===== src/rtl/mux_input_conditioner.sv =====
// mux_input_conditioner: synchronises and debounces raw Basys2 switch levels into I0/I1/X,
// with one-cycle rise/fall strobes and a busy flag while any channel is settling.
module mux_input_conditioner #(
    parameter int WIDTH           = 3,
    parameter int DEBOUNCE_CYCLES = 500000,
    parameter int CNT_W           = 19
) (
    input  logic             clk,
    input  logic             rst_n,
    input  logic [WIDTH-1:0] raw_in,
    output logic [WIDTH-1:0] db_out,
    output logic [WIDTH-1:0] rise_pulse,
    output logic [WIDTH-1:0] fall_pulse,
    output logic             busy
);
    typedef enum logic {STABLE, PENDING} state_t;
    localparam logic [CNT_W-1:0] LAST = CNT_W'(DEBOUNCE_CYCLES - 1);
    localparam logic [CNT_W-1:0] ONE  = CNT_W'(1);
    logic [WIDTH-1:0] s1_q, s2_q, db_q, db_d, rise_q, rise_d, fall_q, fall_d, mis, flip;
    logic             busy_q, busy_d;
    state_t           state_q [WIDTH];
    state_t           state_d [WIDTH];
    logic [CNT_W-1:0] cnt_q [WIDTH];
    logic [CNT_W-1:0] cnt_d [WIDTH];
    assign mis = s2_q ^ db_q;
    always_ff @(posedge clk or negedge rst_n) begin
        if (!rst_n) begin
            s1_q   <= '0;
            s2_q   <= '0;
            db_q   <= '0;
            rise_q <= '0;
            fall_q <= '0;
            busy_q <= 1'b0;
            for (int i = 0; i < WIDTH; i++) begin
                state_q[i] <= STABLE;
                cnt_q[i]   <= '0;
            end
        end else begin
            s1_q   <= raw_in;
            s2_q   <= s1_q;
            db_q   <= db_d;
            rise_q <= rise_d;
            fall_q <= fall_d;
            busy_q <= busy_d;
            for (int i = 0; i < WIDTH; i++) begin
                state_q[i] <= state_d[i];
                cnt_q[i]   <= cnt_d[i];
            end
        end
    end
    // A mismatch must survive DEBOUNCE_CYCLES consecutive edges at s2; any agreement restarts.
    always_comb begin
        flip   = '0;
        busy_d = 1'b0;
        for (int i = 0; i < WIDTH; i++) begin
            state_d[i] = state_q[i];
            cnt_d[i]   = cnt_q[i];
            if (state_q[i] == STABLE) begin
                cnt_d[i] = '0;
                if (mis[i]) begin
                    if (DEBOUNCE_CYCLES == 1) begin
                        flip[i] = 1'b1;
                    end else begin
                        state_d[i] = PENDING;
                        cnt_d[i]   = ONE;
                    end
                end
            end else if (!mis[i]) begin
                state_d[i] = STABLE;
                cnt_d[i]   = '0;
            end else if (cnt_q[i] == LAST) begin
                flip[i]    = 1'b1;
                state_d[i] = STABLE;
                cnt_d[i]   = '0;
            end else begin
                cnt_d[i] = cnt_q[i] + ONE;
            end
            busy_d = busy_d | (state_d[i] == PENDING);
        end
        db_d   = db_q ^ flip;
        rise_d = flip & ~db_q;
        fall_d = flip & db_q;
    end
    always_comb begin
        db_out     = db_q;
        rise_pulse = rise_q;
        fall_pulse = fall_q;
        busy       = busy_q;
    end
endmodule


===== config.mk =====
export PLATFORM = sky130hd
export DESIGN_NAME = mux_input_conditioner
export DESIGN_NICKNAME = d
export VERILOG_FILES = /design/src/rtl/mux_input_conditioner.sv
export SDC_FILE = /design/constraint.sdc
export NUM_CORES = 1
export LEC_CHECK = 0
export BUFFER_PORTS_ARGS = -buffer_cell sky130_fd_sc_hd__buf_2
export CORE_MARGIN = 2
export CORE_UTILIZATION = 40
export DETAILED_ROUTE_END_ITERATION = 8
export SETUP_SLACK_MARGIN = 0.02
export SYNTH_ARGS = -nofsm -noshare
export SYNTH_HDL_FRONTEND = slang
export SYNTH_SLANG_ARGS = --single-unit

===== constraint.sdc =====
create_clock -name clk -period 2.9 [get_ports clk]
set_input_delay 0.29 -clock clk [delete_from_list [all_inputs] [get_ports clk]]
set_output_delay 0.29 -clock clk [all_outputs]
set_load 0.01 [all_outputs]

* Word level (Yosys, flattened, before mapping) *
Cells that the tools add are included.

storage, ports and cells
  flip-flop bits (word level) = 76
  input bits = 5
  output and inout bits = 10
  logic and storage cells = 58

cells by class
  add/sub/neg operators = 3
  equality and inequality tests = 3
  mux-type cells = 33
  bitwise gates (word level) = 7

operator list
  kind                                                              number
  19-bit 2-to-1 mux                                                 9
  19-bit by 1-bit adder with 19-bit output (second input constant)  3
  19-bit == test (second input constant)                            3
  1-bit 2-to-1 mux                                                  24
  3-bit AND                                                         2
  3-bit XOR                                                         2
  3-bit inverter                                                    1
  1-bit OR                                                          2

* Longest topological paths before layout *
  depth after elaboration = 6
  depth in mapped cells = 7
  depth with buffers taken out = 7

* Least setup slack after synthesis *
Ideal clock, no wire load.

  path type = register to register
  start = reg cnt_q[52] in the netlist's numbering
  end = reg busy_q (netlist: busy)
  library setup time = 131 ps
  data arrival time = 1,649 ps
  data required time = 2,769 ps
  path slack = 1,119 ps
  cell stages (with the launch flop) = 5
  buffers on the path = 0
  clock period less this slack = 1,781 ps
  cell sequence = dfrtp_1 > nand4bb_1 > or4_4 > o31a_1 > or3_1

RTL lines
  what                             RTL line  source
  start, declared                  23        logic [CNT_W-1:0] cnt_q [WIDTH];
  start signal, assigned by index  47        cnt_q[i] <= cnt_d[i];
  end signal, assigned             44        busy_q <= busy_d;
  end, declared                    20        logic busy_q, busy_d;

==> results.yml <==
placed_design:
  hpwl_um: 4374
  gp_congestion: 0.8332
  port_buffers: 14
critical_path:
  regToRegEndpoint: "cnt_q[45]"
  crit_required_ps: 3100
  path_delay_family: "simple AND/OR/NAND/NOR gates"
  cp_max_fo: 17
  slowest_stage: "o21bai_2"
  worst_setup_path_start_kind: "flop"
  crit_arrival_ps: 2250
  cpPeakStageDelay_ps: 620
  path_cells: "ha_1 > and4_1 > nand3_1 > o21bai_2 > nor2_1"
  critPathKind: "reg -> reg"
  r2r_start: "cnt_q[38]"
  startpoint: "cnt_q[38]"
  rr_worst_depth: 5
  rrSetupSlack_ps: 850
  end_kind: "flop"
  path_depth: 5
  critPathBufInv: 0
  crit_path_end: "cnt_q[45]"
synthesis:
  yosys_warnings: 0
  synthDistinctLibCells: 37
  yosys_register_bits: 76
  synth-main-ff-cell: "dfrtp_1"
  synth.area.top_cells: "dfrtp_1 (53%), xor2_1 (4.9%), nor2_1 (4.6%)"
  syn_avg_cell_area_sq_um: 10.17
  ys_seq_area_share_pct: 53.43
  async_flop_share_pct: 100.0
  yosysTopAreaCellShare_pct: 53.43
  syn_inst: 350
  yosysMostFrequentCell: "dfrtp_1"
  syn_nets: 364
  synth-edff-count: 0
  synth_top_cell_by_area: "dfrtp_1"
  synth_common_cells: "dfrtp_1 (76), nor2_1 (44), nand2_1 (24)"
  syn-cell-area_sq_um: 3560
timing:
  fin_setup_tns_ps: 0
  max_freq_mhz: 487.2
  fin_crit_sh_pct: 70.77
  drv_slew: 0
  setup_viol: 0
  slew_headroom_pct: 37.81
  rsz0062_at_grt: "false"
  worst_slew_pin_slew_ps: 932.9
  fin_skew_ps: 10.13
  finalHoldViolations: 0
  fin_crit_ps: 2052
power:
  p_int_mw: 1.484
  p_clk_share_pct: 40.8
  p_per_area_nw_per_um2: 489.8
  ir_worst_vdd_uv: 321.9
  p_leak_nw: 1.611
  p_switching_mw: 0.4378
  seq_power_share_pct: 56.3
  comb_power_share_pct: 3.0
  p_sw_share_pct: 22.78
clocking:
  clockBufferDepth: 2
  post_cts_resized: 0
  htree_levels: 3
  cts_setup_buffers: 0
  clkSlewWorstSetupHoldPaths_ps: 80
  worstSkewPairLatency_ps: 340
  root_buffer: "clkbuf_8"
  clkSinkCount: 76
  cts_tree: "yes"
  cts_buffers: 9
  ctsHoldBuffers: 0
layout:
  fin_nets: 381
  postLayoutCoreUtil_pct: 45.21
  diodes: 0
  drive_gt1_share_pct: 9.409
  num-fill-cells: 844
  syn_to_final_growth_pct: 10.23
routing:
  viasPerCell: 5.281
  wl_per_cell_um: 13.31
  ant_nets: 0
  first_iter_violations: 138
  firstDrtPassIters: 5
  drc: 0
  totalWireLength_um: 6390
  vias: 2535
floorplanning:
  pin_count: 15
  rows: 34
  die_y_um: 98.34
  die-area_sq_um: 9670
  die_w_um: 98.34
  coreArea_sq_um: 8678
  initial_utilization_pct: 41.02
global_routing:
  grt_max_degree: 77
  track_usage_pct: 14.48
  gr-total-overflow: 0
  antenna_found_initial: 0
  grt_pass1_wl_um: 11520
  grt_pass1_vias: 2485
status:
  outcome: "complete, no violations"
hold_path:
  hp-class: "in -> reg"
job:
  maxCapViolations: 0
[cell type report]
| class | instances | area [sq um] | share of cell area, % |
|---|---|---|---|
| clock buffer | 10 | 127.6 | 3.253 |
| sequential | 76 | 1902 | 48.47 |
| multi-input combinational | 251 | 1567 | 39.92 |
| clock inverter | 6 | 63.81 | 1.626 |
| inverter | 15 | 56.30 | 1.435 |
| timing repair buffer | 14 | 72.57 | 1.849 |
| tap | 108 | 135.1 | 3.444 |
[cells in the final DEF (no fill, tap or decap), types with 7 or more instances in the layout]
| master | netlist | layout |
|---|---|---|
| nor2_1 | 44 | 44 |
| buf_2 | 4 | 13 |
| and3_1 | 7 | 7 |
| a21oi_1 | 16 | 16 |
| or4_1 | 7 | 7 |
| or3_1 | 10 | 10 |
| nand3_1 | 23 | 23 |
| nand4_1 | 14 | 14 |
| nand2_1 | 24 | 24 |
| nor3_1 | 8 | 8 |
| xnor2_1 | 18 | 18 |
| o21ai_0 | 8 | 8 |
| clkbuf_8 | 0 | 9 |
| xor2_1 | 20 | 20 |
| inv_1 | 15 | 15 |
| dfrtp_1 | 76 | 76 |
| ha_1 | 9 | 9 |
[state kept, by name (all words and copies together) (netlist names)]
| signal | flops |
|---|---|
| state_q | 3 |
| db_out | 3 |
| fall_pulse | 3 |
| s2_q | 3 |
| rise_pulse | 3 |
| busy | 1 |
| cnt_q | 57 |
| s1_q | 3 |
[cell families after synthesis]
logic type / synth area share, %
buffers and inverters: 2.566
and+or+nand+nor: 24.11
adders and majority gates: 3.164
AOI/OAI and AO/OA: 7.382
xor gates and xnor gates: 9.350
DFF: 53.43
[worst min path at each step]
stage | end | startpoint | cells past startpoint | slack, ps
floorplan | busy | rst_n | 0 | -6
global placement | s2_q[2] | s1_q[2] | 0 | 330
detailed placement | s2_q[0] | s1_q[0] | 0 | 340
CTS | s1_q[0] | raw_in[0] | 1 | 30
global route | s1_q[0] | raw_in[0] | 1 | 20
finish | s1_q[0] | raw_in[0] | 1 | 50
[metal layers]
layer	track usage (%)	part of all wire, %
met5	0	0
met4	4.426	1.3
met3	3.937	3.0
met2	22.82	46
met1	19.66	50
[power groups by stage]
stage / Sequential [mW] / Clock (mW) / Combinational, mW
2_1_floorplan: 1.10 / 0 / 0.0290
3_5_place_dp: 1.10 / 0 / 0.0599
4_1_cts: 1.08 / 0.813 / 0.0604
5_1_grt: 1.08 / 0.859 / 0.0686
6_report: 1.08 / 0.783 / 0.0571
3_3_place_gp: 1.10 / 0 / 0.0590
[metrics by stage]
stage | hold WS (ps) | area, sq um | power (mW) | instances | setup slack (ps)
detailed placement | 337.0 | 3732 | 1.162 | 464 | 833.8
global route | 20.99 | 3924 | 2.011 | 480 | 602.3
global placement | 331.7 | 3732 | 1.160 | 464 | 876.6
floorplan | -5.591 | 3560 | 1.129 | 350 | 1119
finish | 48.29 | 3924 | 1.922 | 480 | 847.6
CTS | 27.14 | 3924 | 1.955 | 480 | 827.6
[worst reg2reg max path: cells and delay by family, from the launching register on]
family	cells	cell delay, ps
AOI/OAI and AO/OA	1	620
adders and majority gates	1	230
DFF	1	410
and+or+nand+nor	3	650
Note: power is estimated with default switching activity, not from simulation.
